### src/rtl/biu_pkg.sv
// Shared definitions for the bus-interface scheduler: FSM state encoding
// and the default fetch pointer loaded at reset.
package biu_pkg;

    typedef enum logic [2:0] {
        IDLE,
        EU_LO,
        EU_HI,
        PF,
        HOLD
    } biu_state_t;

    localparam logic [19:0] RST_VEC_DEFAULT = 20'hFFFF0;

endpackage

### src/rtl/prefetch_queue.sv
// Byte-wide instruction prefetch FIFO with wrap-around pointers, an occupancy
// count and a flush that empties it in one cycle.
module prefetch_queue #(
    parameter int QDEPTH = 4
) (
    input  logic                     clk,
    input  logic                     rst,
    input  logic                     flush,
    input  logic                     push,
    input  logic [7:0]               push_data,
    input  logic                     pop,
    output logic [7:0]               head,
    output logic                     valid,
    output logic [$clog2(QDEPTH):0]  count
);

    localparam int PW = $clog2(QDEPTH);
    localparam logic [PW:0] FULL = (PW + 1)'(QDEPTH);

    logic [7:0]    mem [QDEPTH];
    logic [PW-1:0] wr_ptr;
    logic [PW-1:0] rd_ptr;
    logic          do_push;
    logic          do_pop;

    // Pops on an empty queue are dropped; a push is only refused when full
    // and nothing leaves in the same cycle.
    assign do_pop  = pop && (count != '0);
    assign do_push = push && ((count != FULL) || do_pop);

    always_ff @(posedge clk or negedge rst) begin
        if (!rst) begin
            wr_ptr <= '0;
            rd_ptr <= '0;
            count  <= '0;
            for (int i = 0; i < QDEPTH; i++) begin
                mem[i] <= '0;
            end
        end else if (flush) begin
            wr_ptr <= '0;
            rd_ptr <= '0;
            count  <= '0;
        end else begin
            if (do_push) begin
                mem[wr_ptr] <= push_data;
                wr_ptr      <= wr_ptr + 1'b1;
            end
            if (do_pop) begin
                rd_ptr <= rd_ptr + 1'b1;
            end
            case ({do_push, do_pop})
                2'b10:   count <= count + 1'b1;
                2'b01:   count <= count - 1'b1;
                default: count <= count;
            endcase
        end
    end

    assign head  = mem[rd_ptr];
    assign valid = (count != '0);

endmodule

### src/rtl/biu_arbiter.sv
// Schedules the byte-wide bus engine between DMA hold, EU data accesses and
// instruction prefetch; word accesses are split into low then high byte.
module biu_arbiter
    import biu_pkg::*;
#(
    parameter int            AW      = 20,
    parameter int            QDEPTH  = 4,
    parameter logic [AW-1:0] RST_VEC = AW'(RST_VEC_DEFAULT)
) (
    input  logic                     clk,
    input  logic                     rst,
    input  logic                     eu_req,
    input  logic                     eu_we,
    input  logic                     eu_word,
    input  logic                     eu_iom,
    input  logic [AW-1:0]            eu_addr,
    input  logic [15:0]              eu_wdata,
    output logic [15:0]              eu_rdata,
    output logic                     eu_ack,
    input  logic                     pf_flush,
    input  logic [AW-1:0]            pf_addr,
    input  logic                     q_rd,
    output logic [7:0]               q_data,
    output logic                     q_valid,
    output logic [$clog2(QDEPTH):0]  q_count,
    input  logic                     hold,
    output logic                     hlda,
    output logic                     bc_start,
    output logic                     bc_we,
    output logic                     bc_iom,
    output logic [AW-1:0]            bc_addr,
    output logic [7:0]               bc_wdata,
    input  logic [7:0]               bc_rdata,
    input  logic                     bc_done
);

    localparam int            CW     = $clog2(QDEPTH) + 1;
    localparam logic [CW-1:0] Q_FULL = CW'(QDEPTH);

    biu_state_t    state, state_nx;
    logic          bc_start_nx, bc_we_nx, bc_iom_nx;
    logic [AW-1:0] bc_addr_nx;
    logic [7:0]    bc_wdata_nx;
    logic [15:0]   eu_rdata_nx;
    logic          eu_ack_nx, hlda_nx;
    logic [AW-1:0] fetch_ptr, fetch_ptr_nx;
    logic          pf_stale, pf_stale_nx;
    logic          q_push;

    prefetch_queue #(.QDEPTH(QDEPTH)) u_queue (
        .clk       (clk),
        .rst       (rst),
        .flush     (pf_flush),
        .push      (q_push),
        .push_data (bc_rdata),
        .pop       (q_rd),
        .head      (q_data),
        .valid     (q_valid),
        .count     (q_count)
    );

    // Next-state and next-output logic; every bus-facing output is a flop
    // loaded from these values. eu_req is ignored while eu_ack is high so a
    // requester that has not yet dropped its request is not serviced twice.
    always_comb begin
        state_nx    = state;
        bc_start_nx = 1'b0;
        bc_we_nx    = bc_we;
        bc_iom_nx   = bc_iom;
        bc_addr_nx  = bc_addr;
        bc_wdata_nx = bc_wdata;
        eu_rdata_nx = eu_rdata;
        eu_ack_nx   = 1'b0;
        hlda_nx     = 1'b0;
        pf_stale_nx = 1'b0;
        q_push      = 1'b0;

        case (state)
            IDLE: begin
                if (hold) begin
                    state_nx = HOLD;
                end else if (eu_req && !eu_ack) begin
                    state_nx    = EU_LO;
                    bc_start_nx = 1'b1;
                    bc_we_nx    = eu_we;
                    bc_iom_nx   = eu_iom;
                    bc_addr_nx  = eu_addr;
                    bc_wdata_nx = eu_wdata[7:0];
                end else if ((q_count < Q_FULL) && !pf_flush) begin
                    state_nx    = PF;
                    bc_start_nx = 1'b1;
                    bc_we_nx    = 1'b0;
                    bc_iom_nx   = 1'b0;
                    bc_addr_nx  = fetch_ptr;
                end
            end
            EU_LO: begin
                if (bc_done) begin
                    eu_rdata_nx[7:0] = bc_rdata;
                    if (eu_word) begin
                        state_nx    = EU_HI;
                        bc_start_nx = 1'b1;
                        bc_addr_nx  = eu_addr + 1'b1;
                        bc_wdata_nx = eu_wdata[15:8];
                    end else begin
                        eu_rdata_nx[15:8] = 8'h00;
                        eu_ack_nx         = 1'b1;
                        state_nx          = IDLE;
                    end
                end
            end
            EU_HI: begin
                if (bc_done) begin
                    eu_rdata_nx[15:8] = bc_rdata;
                    eu_ack_nx         = 1'b1;
                    state_nx          = IDLE;
                end
            end
            PF: begin
                // A flush at any point while the fetch is outstanding,
                // including the completion cycle, makes its byte stale.
                if (bc_done) begin
                    q_push   = !pf_stale && !pf_flush;
                    state_nx = IDLE;
                end else begin
                    pf_stale_nx = pf_stale || pf_flush;
                end
            end
            HOLD: begin
                hlda_nx = hold;
                if (!hold) begin
                    state_nx = IDLE;
                end
            end
            default: state_nx = IDLE;
        endcase

        if (pf_flush) begin
            fetch_ptr_nx = pf_addr;
        end else if (q_push) begin
            fetch_ptr_nx = fetch_ptr + 1'b1;
        end else begin
            fetch_ptr_nx = fetch_ptr;
        end
    end

    always_ff @(posedge clk or negedge rst) begin
        if (!rst) begin
            state     <= IDLE;
            bc_start  <= 1'b0;
            bc_we     <= 1'b0;
            bc_iom    <= 1'b0;
            bc_addr   <= '0;
            bc_wdata  <= '0;
            eu_rdata  <= '0;
            eu_ack    <= 1'b0;
            hlda      <= 1'b0;
            fetch_ptr <= RST_VEC;
            pf_stale  <= 1'b0;
        end else begin
            state     <= state_nx;
            bc_start  <= bc_start_nx;
            bc_we     <= bc_we_nx;
            bc_iom    <= bc_iom_nx;
            bc_addr   <= bc_addr_nx;
            bc_wdata  <= bc_wdata_nx;
            eu_rdata  <= eu_rdata_nx;
            eu_ack    <= eu_ack_nx;
            hlda      <= hlda_nx;
            fetch_ptr <= fetch_ptr_nx;
            pf_stale  <= pf_stale_nx;
        end
    end

endmodule
### config.mk
export PLATFORM = sky130hd
export DESIGN_NAME = biu_arbiter
export DESIGN_NICKNAME = d
export VERILOG_FILES = /design/src/rtl/biu_pkg.sv /design/src/rtl/prefetch_queue.sv /design/src/rtl/biu_arbiter.sv
export SDC_FILE = /design/constraint.sdc
export NUM_CORES = 1
export LEC_CHECK = 0
export BUFFER_PORTS_ARGS = -buffer_cell sky130_fd_sc_hd__buf_2
export CORE_MARGIN = 3
export CORE_UTILIZATION = 54
export DETAILED_ROUTE_END_ITERATION = 16
export PLACE_DENSITY = 0.91
export SLEW_MARGIN = 20
export SYNTH_ARGS = -nofsm -noshare
export SYNTH_HDL_FRONTEND = slang
export SYNTH_SLANG_ARGS = --single-unit
### constraint.sdc
create_clock -name clk -period 2.5 [get_ports clk]
set_clock_uncertainty 0.15 [all_clocks]
set_input_delay 0.5 -clock clk [delete_from_list [all_inputs] [get_ports clk]]
set_output_delay 0.5 -clock clk [all_outputs]
set_load 0.01 [all_outputs]
After elaboration in Yosys (flattened, before gate mapping)
Cells that the tools add are included.
{"block": "word_totals", "inputBits": 74, "output_inout_bits": 61, "word_cells": 133, "regBits": 112}
{"block": "op_classes", "reduce_logical": 28, "n_lt_le_gt_ge": 4, "n_mux": 55, "bitwise_logic": 4, "n_eq_ne": 17, "add_sub_neg": 6}
{"op": "$mux 20", "n": 7}
{"op": "$mux 8", "n": 9}
{"op": "$add 20x1->20 const B", "n": 2}
{"op": "$pmux 20 s2", "n": 1}
{"op": "$bwmux 32", "n": 1}
{"op": "$pmux 8 s2", "n": 2}
{"op": "$mux 3", "n": 7}
{"op": "$bmux 8 s2", "n": 1}
{"op": "$demux 8 s2", "n": 1}
{"op": "$mux 1", "n": 16}
{"op": "$mux 16", "n": 1}
{"op": "$ne 2x2->1 const B", "n": 7}
{"op": "$pmux 3 s4", "n": 1}
{"op": "$reduce_bool 2->1", "n": 6}
{"op": "$mux 2", "n": 5}
{"op": "$reduce_and 5->1", "n": 2}
{"op": "$reduce_and 4->1", "n": 2}
{"op": "$eq 3x2->1 const B", "n": 2}
{"op": "$ge 3x3->1 const B", "n": 2}
{"op": "$logic_and 1x1->1", "n": 6}
{"op": "$ne 3x3->1 const B", "n": 2}
{"op": "$not 2->3", "n": 2}
{"op": "$pmux 3 s2", "n": 1}
{"op": "$reduce_bool 3->1", "n": 2}
{"op": "19 further kinds", "n": 26}

Logic depth before layout (Yosys ltp)
Gate-level depths: netlist (run 1).
{"block": "logic_depth", "ltp_word": 8, "mapped_depth": 9, "ltp_nobuf": 7}

Cells and area by module
From an unflattened synthesis (run 1), not the netlist that was laid out.
{"block": "unflattened", "hier_cells": 560, "area_unflattened_um2": 5861.9}
{"module": "biu_arbiter", "instances": 1, "cells_each": 418, "seq_area_each_um2": 1846.8, "area_per_inst_um2": 3882.5}
{"module": "prefetch_queue", "instances": 1, "cells_each": 142, "seq_area_each_um2": 975.9, "area_per_inst_um2": 1979.4}

Worst setup path before layout (run 1)
No wires, ideal clock.
{"block": "synth_path", "path_kind": "reg-to-reg", "from": "register u_queue.count[1]", "to": "register u_queue.count[2]", "period_less_slack_ps": 2411, "setup_slack_ps": 89, "stages_incl_launch_ff": 7, "n_path_buf": 0, "setup_ps": 125, "arrival_ps": 2137, "t_required_ps": 2225, "path_cell_list": "dfrtp_1 -> or3_1 -> nand2_1 -> nor2_1 -> fa_1 -> o31ai_1 -> mux2_2"}
{"block": "synth_between", "elab_chain_len": 7, "word_cells_on_any_way": 12, "classes_between": "2 x add/sub; 3 x eq/ne; 2 x mux; 5 x reduce/logical"}
{"item": "from (decl)", "line_no": "prefetch_queue.sv:14", "rtl": "output logic [$clog2(QDEPTH):0] count"}
{"item": "from (signal assigned)", "line_no": "prefetch_queue.sv:52", "rtl": "2'b10: count <= count + 1'b1;"}
{"item": "from (signal assigned)", "line_no": "prefetch_queue.sv:53", "rtl": "2'b01: count <= count - 1'b1;"}
{"item": "from (signal assigned)", "line_no": "prefetch_queue.sv:54", "rtl": "default: count <= count;"}
{"item": "$reduce_bool 3->1 (*)"}
{"item": "net q_valid", "line_no": "biu_arbiter.sv:24", "rtl": "output logic q_valid,"}
{"item": "$logic_and 1x1->1 (*)", "line_no": "prefetch_queue.sv:28", "rtl": "assign do_pop = pop && (count != '0);"}
{"item": "$logic_or 1x1->1", "line_no": "prefetch_queue.sv:29", "rtl": "assign do_push = push && ((count != FULL) || do_pop);"}
{"item": "$logic_and 1x1->1", "line_no": "prefetch_queue.sv:29"}
{"item": "$eq 2x1->1 or $eq 2x2->1 (tied branches)", "line_no": "prefetch_queue.sv:51", "rtl": "case ({do_push, do_pop})"}
{"item": "$pmux 3 s2", "line_no": "prefetch_queue.sv:51"}
{"item": "$mux 3", "line_no": "prefetch_queue.sv:39", "rtl": "end else if (flush) begin"}
The timed path passes the listed nets; every way through them passes the cells marked *.
A chain may end at the register's enable or synchronous reset.

Final worst setup path (run 1)
{"block": "layout_path", "from": "register u_queue.rd_ptr[0]", "to": "output q_data[3]"}
{"block": "layout_between", "elab_chain_len": 4}
{"item": "from (decl)", "line_no": "prefetch_queue.sv:22", "rtl": "logic [PW-1:0] rd_ptr;"}
{"item": "from (signal assigned)", "line_no": "prefetch_queue.sv:49", "rtl": "rd_ptr <= rd_ptr + 1'b1;"}
{"item": "$not 2->3 (not written as such)", "line_no": "prefetch_queue.sv:59", "rtl": "assign head = mem[rd_ptr];"}
{"item": "$bmux 8 s2", "line_no": "prefetch_queue.sv:59"}
{"item": "$mux 8 (not written as such) (2 in a row)", "line_no": "prefetch_queue.sv:59"}
{"item": "to (decl)", "line_no": "biu_arbiter.sv:23", "rtl": "output logic [7:0] q_data,"}
No other way between the ends. The select of a mux whose other input is x is not followed.

==> results.cfg, run 1 <==
[yosys]
synth.most_common_cell = dfrtp_1
netlist_top_cells_count = 96 x dfrtp_1, 85 x nand2_1, 42 x mux2_2, 38 x nor2_1, 33 x nand3_1
synth-edff-count = 0
synthCells = 553
yosysTopAreaCell = dfrtp_1
synth_top_area_frac = 0.416
synth.avg_cell_area_sq_um = 10.4
ys_seq_elements = 112
synth_cell_types = 65
seq_area_frac_synth = 0.489
synth.top_cells.by_area = dfrtp_1 42%, mux2_2 8.2%, dfstp_2 7.3%, nand2_1 5.5%, mux4_2 3.1%
yosysWarnings = 0
synth_top_flop_cell = dfrtp_1
synth_area_sq_um = 5780
syn_nets = 634
async_reset_ff_frac = 1.00

[global_route]
grt.overflow.total = 0
grt_use_total = 0.266
grt_max_degree = 51
grt_pass1_vias = 5143
antenna_found_initial = 0
grt_pass1_wl_um = 24900

[floorplanning]
num_rows = 37
io_pins = 135
dieHeight_um = 109
initial_core_util = 0.557
die_area_sq_um = 12000
die_w_um = 109
placeableCoreArea_sq_um = 10400

[timing]
fin_crit_ns = 2.37
hold_violations = 0
timing.setup.tns_ns = 0
worst_pin_slew_ns = 0.773
setup_ws_ns = 0.132
timing.fmax_mhz = 422
slew-limit-headroom = 0.481
drv_slew = 0
setup_violations = 0
period_share = 0.947
rsz0062_at_grt = no

[route]
antenna_left = 0
drt-initial-drc-count = 394
drc = 0
wl_per_cell_um = 18.6
avgViaCountPerCell = 6.09
firstDrtPassIters = 5
wl_um = 15700
vias = 5129

[worst_setup_path]
cp-start-kind = flop
path_max_fanout = 10
reg2regPathDepth = 6
arrival_ns = 1.72
critPathCaptureType = output pin
cp-endpoint = q_data[3]
worst_r2r_startpoint = u_queue.count[1]
r2r_end = u_queue.count[2]
critPathLaunch = u_queue.rd_ptr[0]
worstSetupPathType = flop to output pin
worstPathRequired_ns = 1.85
r2r_setup_slack_ns = 0.16

[power]
p_clk_frac = 0.186
p_leak_nw = 3.31
p_sw_frac = 0.383
seqPwrFrac = 0.435
comb_power_share = 0.379
ir_worst_vdd_mv = 0.637
power.internal_mw = 3.78
p_per_area_nw_per_um2 = 879
p_sw_mw = 2.35

[cells_and_area]
multiInputGateArea_sq_um = 2800
fin_cells = 842
regArea_sq_um = 2820
area_growth_pct = 20.6
n_fill_cell = 798
drive_gt1_frac = 0.374
n_antenna_cell = 0
nets = 782

[placed_design]
place_ws_ns = 0.120
place.gp.congestion = 0.968
placedCellCount = 825
port_buffers = 134
dpl.hpwl_um = 11900

[cts]
cts_made_buffers = 9
cts.clk_slew.worst_paths_ns = 0.12
worst_skew_pair.late_latency_ns = 0.39
cts-htree-levels = 3
cts_root_buffer = clkbuf_8
cts_tree = built
cts_buffer_depth = 2
clock_sinks = 112

[run_status]
status = complete, no violations

[job]
cap_violations = 0

[min_path]
hp-class = input port to flop
worst min-delay path by stage:
stage                       startpoint           end  slack [ns]  cells after the start
after detailed placement  eu_rdata[12]  eu_rdata[12]        0.31                      2
after CTS                   pf_addr[2]  fetch_ptr[2]        0.15                      3
after global routing        pf_addr[2]  fetch_ptr[2]        0.17                      3
after global placement    eu_rdata[15]  eu_rdata[15]        0.30                      2
after floorplan                    rst    bc_addr[0]        0.05                      0
final                       pf_addr[2]  fetch_ptr[2]        0.17                      3
kinds of logic (layout without fill, tap and decap cells):
logic type / after synthesis / after routing / synth area share
and+or+nand+nor: 215 / 215 / 0.186
DFF: 112 / 112 / 0.489
AOI/OAI and AO/OA: 108 / 108 / 0.131
muxes: 63 / 63 / 0.136
buffers and inverters: 39 / 192 / 0.0282
xor gates and xnor gates: 9 / 9 / 0.0136
adders and majority gates: 7 / 7 / 0.0165
placed cells by master, fill, tap and decap left out, types with 7 or more instances in the layout:
cell / netlist / layout
nand4_1: 8 / 8
mux4_2: 8 / 8
o211ai_1: 8 / 8
o311ai_0: 10 / 10
nor3_1: 7 / 7
xor2_1: 7 / 7
dfrtp_1: 96 / 95
inv_1: 10 / 10
dfstp_2: 16 / 16
buf_2: 7 / 133
nand3_1: 33 / 33
nor2_1: 38 / 38
o31ai_1: 8 / 8
mux2_2: 42 / 42
buf_4: 2 / 30
mux2i_1: 13 / 13
o21ai_0: 29 / 29
clkbuf_8: 0 / 9
a21oi_1: 10 / 10
nand2_1: 85 / 85
routing by layer:
metal	vias to the layer above	GRT usage	routed length, um
li1	2343	-	-
met1	2476	0.347	6380
met2	262	0.437	7580
met3	48	0.0458	1270
met4	0	0.118	457
met5	-	0	0
repair_timing:
item / 4_1_cts / 5_1_grt
gates resized for setup: 1 / 0
endpoints found under the setup margin: 8 / 0
hold buffers: 1 / 0
hold endpoints to repair: 32 / 0
setup buffers: 0 / 0
critical path, cell delays in order, from the launching register on:
cell and delay [ns]:
dfrtp_2 0.60, mux4_2 0.57, buf_2 0.16
sequential cells by signal (all words and copies together), names as in the netlist:
| name | cells |
|---|---|
| bc_start | 1 |
| pf_stale | 1 |
| u_queue.wr_ptr | 2 |
| bc_we | 1 |
| fetch_ptr | 20 |
| bc_addr | 20 |
| bc_wdata | 8 |
| eu_rdata | 16 |
| u_queue.mem | 32 |
| u_queue.rd_ptr | 2 |
| state | 3 |
| hlda | 1 |
| u_queue.count | 3 |
| bc_iom | 1 |
| eu_ack | 1 |
power by group through the flow:
stage	Combinational, mW	Clock, mW	Sequential, mW
2_1_floorplan	1.24	0	2.78
3_5_place_dp	2.32	0	2.70
6_report	2.32	1.14	2.67
5_1_grt	2.57	1.22	2.73
4_1_cts	2.34	1.16	2.66
3_3_place_gp	2.24	0	2.65
stage by stage:
stage	instance area, sq um	power, mW	util	hold slack [ns]
after detailed placement	6740	5.02	0.650	0.309
after global routing	6970	6.52	0.672	0.167
after CTS	6970	6.16	0.672	0.145
after global placement	6740	4.89	0.650	0.300
final	6970	6.13	0.672	0.167
after floorplan	5780	4.02	-	0.0544
layout make-up:
class	instances	share of cell area
timing repair buffer	165	0.132
tap	136	0.0244
multi-input combinational	402	0.401
inverter	11	0.00592
sequential	112	0.405
clock inverter	7	0.0133
clock buffer	9	0.0178
No activity file was read; power rests on OpenSTA's default activity.
==> run 2, diff against run 1 <==
--- a/config.mk
+++ b/config.mk
@@ -7,9 +7,9 @@
 export LEC_CHECK = 0
 export BUFFER_PORTS_ARGS = -buffer_cell sky130_fd_sc_hd__buf_2
 export CORE_MARGIN = 3
-export CORE_UTILIZATION = 54
+export CORE_UTILIZATION = 40
 export DETAILED_ROUTE_END_ITERATION = 16
-export PLACE_DENSITY = 0.91
+export PLACE_DENSITY = 0.73
 export SLEW_MARGIN = 20
 export SYNTH_ARGS = -nofsm -noshare
 export SYNTH_HDL_FRONTEND = slang
==> results.cfg, run 2 (synthesis gave the netlist of run 1 again) <==
[run_status]
status = complete, no violations

[worst_setup_path]
path_max_fanout = 5
cp_slowest_cell = dfrtp_1
max_stage_delay_ns = 0.44
cp-start-kind = flop
arrival_ns = 2.45
critPathCaptureType = flop
worstPathRequired_ns = 2.60
path_cells = or3_1, nand2_1, nor2_1, fa_1, o31ai_1, mux2_2
worstSetupPathType = flop to flop

[cells_and_area]
largest_registers = u_queue.mem x32, bc_addr x20, fetch_ptr x20
area_growth_pct = 23.2
nets = 781
regMostFlops = u_queue.mem
final_common_cell = buf_2
drive_gt1_frac = 0.373
largest_reg_flops = 32
final_cell_mix = 133 x buf_2, 96 x dfrtp_1, 85 x nand2_1
n_antenna_cell = 0

[global_route]
grt_pass1_vias = 4832
grt_use_met3 = 0.0433
gr-usage-met2 = 0.320
grt_use_total = 0.194
antenna_found_initial = 0
use_met1 = 0.262
grt_max_degree = 113
grt-busiest-layer = met2
grt.overflow.total = 0
grt_pass1_wl_um = 24900

[cts]
cts.clk_slew.worst_paths_ns = 0.09
ctsHoldBuffers = 0
cts_resized = 0
cts_made_buffers = 9
cts_setup_buffers = 0
cts_buffer_depth = 2
clock_sinks = 112
worst_skew_pair.late_latency_ns = 0.36
cts_root_buffer = clkbuf_16
cts_tree = built
cts-htree-levels = 3

[timing]
period_share = 0.938
timing.setup.tns_ns = 0
setup_violations = 0
rsz0062_at_grt = no
hold_violations = 0
timing.fmax_mhz = 426
worst_pin_slew_ns = 0.871
setup_ws_ns = 0.155
fin_crit_ns = 2.35
slew-limit-headroom = 0.416
drv_slew = 0

[job]
cap_violations = 0

[power]
ir_worst_vdd_mv = 0.417
p_per_area_nw_per_um2 = 916
p_leak_nw = 3.36

[floorplanning]
initial_core_util = 0.413
placeableCoreArea_sq_um = 14000
die_area_sq_um = 15900
dieHeight_um = 126
io_pins = 135
die_w_um = 126
num_rows = 43

[placed_design]
place_ws_ns = 0.126
port_buffers = 134
dpl.hpwl_um = 11500
place.gp.congestion = 0.889

[route]
drc = 0
wl_um = 15600
drt-initial-drc-count = 400
avgViaCountPerCell = 5.62
wl_per_cell_um = 17.6
vias = 4971
antenna_left = 0
firstDrtPassIters = 6

[min_path]
hp-class = input port to async pin
[run 2: report_power, final]
part           switching, mW  internal (mW)
Sequential             0.318           2.31
Clock                  0.811          0.741
Combinational           1.29           1.05
Total                   2.42           4.10
[run 2: per-stage QoR]
stage                     cell area [sq um]  hold slack, ns  total power [mW]  utilization  cells
after CTS                              7120          0.0820              6.58        0.509    885
after global routing                   7120          0.0875              6.92        0.509    885
after detailed placement               6800           0.305              5.02        0.486    869
final                                  7120          0.0289              6.52        0.509    885
after floorplan                        5780          0.0544              4.02            -    553
after global placement                 6800           0.298              4.92        0.486    869
[run 2: cell type report]
cell class,count,area (sq um)
Multi-Input combinational cell,402,2800
Sequential cell,112,2820
Tap cell,180,225
Inverter,11,41.3
Timing Repair Buffer,164,911
Clock inverter,7,96.3
Clock buffer,9,225
Fill cell,1270,6870
[run 2: worst paths after layout]
path                                  start                to  slack (ns)  cells after the start
max                        u_queue.count[1]  u_queue.count[2]        0.15                      6
min                                     rst        bc_addr[1]        0.03                      2
max reg2reg                u_queue.count[1]  u_queue.count[2]        0.15                      6
min reg2reg                    eu_rdata[12]      eu_rdata[12]        0.32                      2
max in group asynchronous               rst   u_queue.mem[22]        1.68                      2
min in group clk                 pf_addr[2]      fetch_ptr[2]        0.21                      3
[run 2: worst max-delay path, delay by kind of cell, from the launching register on]
family                   cells  cell delay, ns
AO/OA/AOI/OAI                1            0.29
AND/OR/NAND/NOR              3            0.59
multiplexers                 1            0.36
flip-flops                   1            0.44
adder cells (fa/ha/maj)      1            0.39
[run 2: layer usage]
layer  vias up  wire [um]
li1       2332          -
met1      2411       6760
met2       205       7450
met3        23       1170
met4         0        214
met5         -          0
